$ cat src/rtl/ioctl_loader_wide.sv
// Host-word to ioctl beat serializer: unpacks 32-bit host words into 8- or
// 16-bit ioctl writes, with length limiting, sink back-pressure and an inter-word gap.
module ioctl_loader_wide #(
  parameter int WIDE   = 0,
  parameter int ADDR_W = 27,
  parameter int SIZE_W = 24,
  parameter int WR_GAP = 1
) (
  input  logic                           clk_sys,
  input  logic                           reset_n,
  input  logic [31:0]                    host_bootdata,
  input  logic                           host_bootdata_req,
  output logic                           host_bootdata_ack,
  input  logic                           host_bootdata_download,
  input  logic [SIZE_W-1:0]              host_bootdata_size,
  input  logic [2:0]                     host_file_type,
  output logic                           ioctl_download,
  output logic [15:0]                    ioctl_index,
  output logic                           ioctl_wr,
  output logic [ADDR_W-1:0]              ioctl_addr,
  output logic [((WIDE != 0) ? 15 : 7):0] ioctl_dout,
  input  logic                           ioctl_wait,
  output logic                           load_done,
  output logic                           load_trunc
);

  localparam int         BPB       = (WIDE != 0) ? 2 : 1;
  localparam int         LANES     = 4 / BPB;
  localparam logic [1:0] LAST_LANE = 2'(LANES - 1);
  localparam logic [3:0] GAP_LAST  = (WR_GAP > 0) ? 4'(WR_GAP - 1) : 4'd0;

  typedef enum logic [2:0] {
    S_IDLE, S_WAITREQ, S_EMIT, S_GAP, S_FINISH
  } state_e;

  state_e            state_q, state_d;
  logic              dl_low_q;
  logic [SIZE_W-1:0] size_q, size_d;
  logic [SIZE_W-1:0] count_q, count_d;
  logic [2:0]        type_q, type_d;
  logic              dl_q, dl_d;
  logic [ADDR_W-1:0] addr_q, addr_d;
  logic              trunc_q, trunc_d;
  logic [31:0]       data_q, data_d;
  logic [1:0]        lane_q, lane_d;
  logic              phase_q, phase_d;
  logic [3:0]        gap_q, gap_d;
  logic              ack_q, ack_d;

  logic strobe, size_hit, last_lane;

  function automatic logic [7:0] byte_at(input logic [31:0] w, input logic [1:0] k);
    case (k)
      2'd0:    return w[31:24];
      2'd1:    return w[23:16];
      2'd2:    return w[15:8];
      default: return w[7:0];
    endcase
  endfunction

  // Each beat takes a setup cycle (phase 0) and a strobe cycle (phase 1),
  // which keeps ioctl_wr from ever firing on back-to-back cycles.
  assign strobe    = (state_q == S_EMIT) && phase_q && !ioctl_wait;
  assign size_hit  = (size_q != '0) && ((size_q - count_q) <= SIZE_W'(BPB));
  assign last_lane = (lane_q == LAST_LANE);

  always_comb begin
    // NOTE: every *_d gets its hold value first so no path through the case infers a latch.
    state_d = state_q;
    size_d  = size_q;
    count_d = count_q;
    type_d  = type_q;
    dl_d    = dl_q;
    addr_d  = addr_q;
    trunc_d = trunc_q;
    data_d  = data_q;
    lane_d  = lane_q;
    phase_d = phase_q;
    gap_d   = gap_q;
    ack_d   = 1'b0;

    case (state_q)
      S_IDLE: begin
        if (host_bootdata_download && dl_low_q) begin
          state_d = S_WAITREQ;
          size_d  = host_bootdata_size;
          type_d  = host_file_type;
          dl_d    = 1'b1;
          addr_d  = '0;
          count_d = '0;
          trunc_d = 1'b0;
        end
      end
      S_WAITREQ: begin
        if (!host_bootdata_download) begin
          state_d = S_FINISH;
        end else if (host_bootdata_req) begin
          if ((size_q != '0) && (count_q == size_q)) begin
            trunc_d = 1'b1;
            state_d = S_FINISH;
          end else begin
            data_d  = host_bootdata;
            ack_d   = 1'b1;
            lane_d  = 2'd0;
            phase_d = 1'b0;
            state_d = S_EMIT;
          end
        end
      end
      S_EMIT: begin
        if (!phase_q) begin
          phase_d = 1'b1;
        end else if (strobe) begin
          addr_d  = addr_q + ADDR_W'(BPB);
          count_d = size_hit ? size_q : count_q + SIZE_W'(BPB);
          lane_d  = lane_q + 2'd1;
          phase_d = 1'b0;
          // Hitting the size limit mid-word drops the remaining lanes; hitting it on
          // the last lane still returns to WAITREQ so an extra host word can be flagged.
          if (size_hit && !last_lane) begin
            state_d = S_FINISH;
          end else if (last_lane) begin
            if (!host_bootdata_download) begin
              state_d = S_FINISH;
            end else if (WR_GAP == 0) begin
              state_d = S_WAITREQ;
            end else begin
              gap_d   = 4'd0;
              state_d = S_GAP;
            end
          end
        end
      end
      S_GAP: begin
        if (!host_bootdata_download) begin
          state_d = S_FINISH;
        end else if (gap_q == GAP_LAST) begin
          state_d = S_WAITREQ;
        end else begin
          gap_d = gap_q + 4'd1;
        end
      end
      S_FINISH: state_d = S_IDLE;
      default:  state_d = S_IDLE;
    endcase

    if (state_d == S_FINISH) dl_d = 1'b0;
  end

  // NOTE: state registers use non-blocking assignments so every flop samples pre-edge values.
  always_ff @(posedge clk_sys or negedge reset_n) begin
    if (!reset_n) begin
      state_q  <= S_IDLE;
      dl_low_q <= 1'b0;
      size_q   <= '0;
      count_q  <= '0;
      type_q   <= '0;
      dl_q     <= 1'b0;
      addr_q   <= '0;
      trunc_q  <= 1'b0;
      data_q   <= '0;
      lane_q   <= '0;
      phase_q  <= 1'b0;
      gap_q    <= '0;
      ack_q    <= 1'b0;
    end else begin
      state_q  <= state_d;
      dl_low_q <= ~host_bootdata_download;
      size_q   <= size_d;
      count_q  <= count_d;
      type_q   <= type_d;
      dl_q     <= dl_d;
      addr_q   <= addr_d;
      trunc_q  <= trunc_d;
      data_q   <= data_d;
      lane_q   <= lane_d;
      phase_q  <= phase_d;
      gap_q    <= gap_d;
      ack_q    <= ack_d;
    end
  end

  assign host_bootdata_ack = ack_q;
  assign ioctl_download    = dl_q;
  assign ioctl_index       = {13'b0, type_q};
  assign ioctl_wr          = strobe;
  assign ioctl_addr        = addr_q;
  assign load_done         = (state_q == S_FINISH);
  assign load_trunc        = trunc_q;

  if (WIDE != 0) begin : g_wide
    logic odd_tail;
    always_comb begin
      odd_tail   = size_hit && ((size_q - count_q) == SIZE_W'(1));
      ioctl_dout = {odd_tail ? 8'h00 : byte_at(data_q, {lane_q[0], 1'b1}),
                    byte_at(data_q, {lane_q[0], 1'b0})};
    end
  end else begin : g_narrow
    assign ioctl_dout = byte_at(data_q, lane_q);
  end

endmodule
$ cat config.mk
export PLATFORM = sky130hd
export DESIGN_NAME = ioctl_loader_wide
export DESIGN_NICKNAME = d
export VERILOG_FILES = /design/src/rtl/ioctl_loader_wide.sv
export SDC_FILE = /design/constraint.sdc
export NUM_CORES = 1
export LEC_CHECK = 0
export ABC_AREA = 1
export CORE_AREA = 2 2 158 160
export CTS_CLUSTER_DIAMETER = 100
export DETAILED_ROUTE_END_ITERATION = 8
export DIE_AREA = 0 0 160 162
export GPL_ROUTABILITY_DRIVEN = 0
export PLACE_DENSITY = 0.61
export SETUP_SLACK_MARGIN = 0.5
export SYNTH_ARGS = -nofsm -noshare
export SYNTH_HDL_FRONTEND = slang
export SYNTH_SLANG_ARGS = --single-unit
$ cat constraint.sdc
create_clock -name clk_sys -period 2.6 [get_ports clk_sys]
set_input_delay 0.26 -clock clk_sys [delete_from_list [all_inputs] [get_ports clk_sys]]
set_output_delay 0.26 -clock clk_sys [all_outputs]
set_load 0.02 [all_outputs]
==> impl_metrics.csv <==
group,metric,value,unit
pwr,power.share.clock,17.8,%
setup_path,worstPathRequired,2920,ps
setup_path,crit_path_max_incr_delay,520,ps
worst_hold_path,hp-class,"primary input to register",
cts,clock_sinks,124,
synth,synthSimpleGateAreaFrac,33.7,%
layout,multi_input_area,0.00521,mm^2
synth,synth_cells,1225,
pwr,p_total,12.9,mW
synth,ys_ff_latch,124,
timing,hold_violations,0,
detailed_routing,firstDrtPassIters,5,
synth,synth-compound-area-share,9.37,%
setup_path,regToRegStartpoint,"count_q[0]$_DFFE_PN0P_",
synth,synth_area,0.00840,mm^2
detailed_routing,drt-total-wl,27.4,mm
floorplanning,fp.dieArea,0.0259,mm^2
timing,slew_headroom,53.9,%
placed_design,portBuffers,106,
floorplanning,die_height,162,um
timing,timing.final.crit_share,111,%
outcome,status,"finished, violations left",
layout,final_cell_mix,"388 x nand2_1, 176 x inv_1, 169 x buf_4, 120 x dfrtp_1, 95 x clkdlybuf4s50_1",
timing,setup_tns,-6190,ps
pwr,p_sw,5.70,mW
layout,regArea,0.00311,mm^2
detailed_routing,drtAntennaViolNets,0,
global_route,overflow,0,
global_route,grt_pass1_wl,42.8,mm
cts,ctsHtreeMaxLevel,4,
timing,fin_skew,16.5,ps
detailed_routing,vias_per_cell,4.78,
pwr,p_leak,6.33,nW
setup_path,startpoint_type,"register",
floorplanning,rows,57,
layout,num_antenna_cells,0,
timing,report.final.slew_viol_count,0,
floorplanning,initial_core_util,34.8,%
detailed_routing,drc,0,
timing,rsz0062_at_grt,"yes",
pwr,seq_power_share,22.4,%
setup_path,rr_endpoint,"count_q[23]$_DFFE_PN0P_",
detailed_routing,wire_per_inst,14.8,um
pwr,switching_share,44.3,%
placed_design,dp_hpwl,19.1,mm
pwr,p_int,7.16,mW
worst_hold_path,hold_end,"data_q[27]$_DFFE_PN0P_",
layout,area_growth,50.6,%
global_route,grt_pass1_vias,8775,
layout,final_cells,1850,
setup_path,regToRegSetupSlack,-300,ps
timing,setup_viol,27,
synth,avgSynthCellArea,6.86,um^2
cts,clk_pin_slew,70,ps
global_route,grt_max_degree,50,
detailed_routing,drt-initial-drc-count,523,
detailed_routing,num_vias,8837,
floorplanning,core,0.0241,mm^2
synth,yosysSeqAreaShare,36.9,%
cts,numCtsBuffers,17,
pwr,power_density,1020,mW/mm^2
layout,drive_gt1_share,26.1,%
layout,final_nets,1610,
cts,clock_latency,440,ps
synth,synthXorXnorAreaFrac,3.34,%
timing,fin_crit,2900,ps
layout,final_common_cell,"nand2_1",
synth,yosysWarnings,0,
setup_path,crit_type,"register to register",
timing,hold-worst-slack,361,ps
synth,synthAdderAreaFrac,5.01,%
cts,cts-root-buf,"clkbuf_16",
setup_path,crit_path_end_kind,"register",
cts,cts_tree,"yes",
worst_hold_path,holdPathStages,3,
synth,synth_top_family_by_area,"simple AND/OR/NAND/NOR gates",
pwr,share_comb_of_total_power,59.7,%
setup_path,crit_slowest_cell,"fa_2",
floorplanning,dieWidth,160,um
timing,tightestPinTransition,691,ps
timing,fmax,0.345,GHz
cts,cts_buffer_depth,2,
global_route,antenna_found_initial,0,
placed_design,place_inst,1764,
synth,muxShareOfSynthArea,0,%
timing,fin_ws,-299,ps
outcome,violations,"setup timing",
pwr,worst_ir_drop_vdd,624,uV
synth,ys_types,52,
job,drv_cap,0,
global_route,grtUsageTotal,20.6,%
setup_path,rr_worst_depth,17,
setup_path,cp.arrival,3220,ps
floorplanning,boundaryPins,120,
setup_path,worstPathMaxFanout,5,
layout,num-fill-cells,2334,
setup_path,cp_cell_sequence,"ha_4, fa_2, o21ai_2, nor2_1, nand2_1, inv_1, nand2_2, nor2_2, nand3_1, nor2_2, nand3_2, nor2_4, nand3_4, buf_4, or2_4, nand3_1, nand2_1",
worst_hold_path,hp-start,"host_bootdata[27]",
-- registers in the layout (all words and copies together), names as in the netlist, 2 cells and up --
signal,flops
data_q,32
ioctl_addr,27
count_q,24
size_q,24
gap_q,4
state_q,3
type_q,3
lane_q,2
-- kinds of logic (layout without fill, tap and decap cells) --
logic type | Yosys count | count (layout)
adders and majority gates | 33 | 33
AOI/OAI and AO/OA | 143 | 143
xor gates and xnor gates | 32 | 32
buffers and inverters | 240 | 525
and+or+nand+nor | 652 | 656
DFF | 124 | 124
other | 1 | 13
-- timing repair --
item	in CTS	in global routing
buffers inserted	18	28
resized for setup	108	139
hold endpoints to repair	46	0
hold buffers	1	0
pin swaps	17	48
gates cloned	4	3
endpoints found under the setup margin	80	84
-- critical path: cells and delay by family, from the launching register on --
kind | cells | cell delay [ps]
buffers and inverters | 2 | 240
AND/OR/NAND/NOR | 12 | 1370
adder cells (fa/ha/maj) | 2 | 700
flip-flops | 1 | 410
AO/OA/AOI/OAI | 1 | 50
-- layout make-up --
cell class	count	area share (%)
well taps	324	3.20
clock buffers	17	3.36
clock inverters	15	1.02
repair buffers	294	20.7
multi-input cells	877	41.2
flip-flops and latches	124	24.6
inverters	199	6.02
-- through the flow --
stage	area (um^2)	utilization (%)	setup WS, ps
floorplan	8450	-	143
global placement	10800	44.7	-515
detailed placement	10800	44.7	-538
CTS	11800	48.9	-236
global route	12700	52.5	-401
finish	12700	52.5	-299
-- worst max-delay path by stage --
stage / end / startpoint / cells past startpoint / slack [ps]
2_1_floorplan: count_q[19]$_DFFE_PN0P_ / count_q[0]$_DFFE_PN0P_ / 21 / 140
3_3_place_gp: count_q[9]$_DFFE_PN0P_ / size_q[0]$_DFFE_PN0P_ / 18 / -510
6_report: count_q[23]$_DFFE_PN0P_ / count_q[0]$_DFFE_PN0P_ / 17 / -300
3_5_place_dp: data_q[31]$_DFFE_PN0P_ / size_q[15]$_DFFE_PN0P_ / 11 / -540
4_1_cts: count_q[9]$_DFFE_PN0P_ / count_q[0]$_DFFE_PN0P_ / 17 / -240
5_1_grt: ioctl_download$_DFFE_PN0P_ / count_q[0]$_DFFE_PN0P_ / 19 / -400
-- cell usage after synthesis (all sizes together) --
library cell	number	area, um^2
a211oi	10	75.1
a21oi	54	274
a221oi	1	8.76
a31oi	1	6.26
and2	3	18.8
and3	1	6.26
buf	20	143
clkbuf	21	81.3
clkinv	1	3.75
conb	1	3.75
dfrtp	124	3100
fa	1	20.0
ha	32	400
inv	198	743
nand2	415	1590
nand3	62	333
nand3b	5	37.5
nand4	29	218
nor2	106	444
nor3	23	130
nor4	5	37.5
o2111ai	1	8.76
o211a	1	10.0
o211ai	3	22.5
o21a	1	7.51
o21ai	59	295
o21bai	2	15.0
o22ai	9	56.3
o31ai	1	7.51
or2	2	12.5
or3	1	6.26
xnor2	5	43.8
xor2	27	236
-- per-layer routing --
| layer | vias to the layer above | global-route usage (%) | wire [um] |
|---|---|---|---|
| li1 | 4423 | - | - |
| met1 | 4157 | 25.0 | 11900 |
| met2 | 199 | 37.1 | 13700 |
| met3 | 58 | 3.29 | 1020 |
| met4 | 0 | 7.04 | 762 |
| met5 | - | 0 | 0 |
-- power groups by stage --
| stage | clock [mW] | sequential (mW) | combinational [mW] |
|---|---|---|---|
| final | 2.30 | 2.88 | 7.68 |
| after global routing | 2.40 | 2.94 | 8.49 |
| after CTS | 2.31 | 2.83 | 6.83 |
| after detailed placement | 0 | 2.81 | 6.42 |
| after global placement | 0 | 2.78 | 6.39 |
| after floorplan | 0 | 2.84 | 3.61 |
Note: power is estimated with default switching activity, not from simulation.
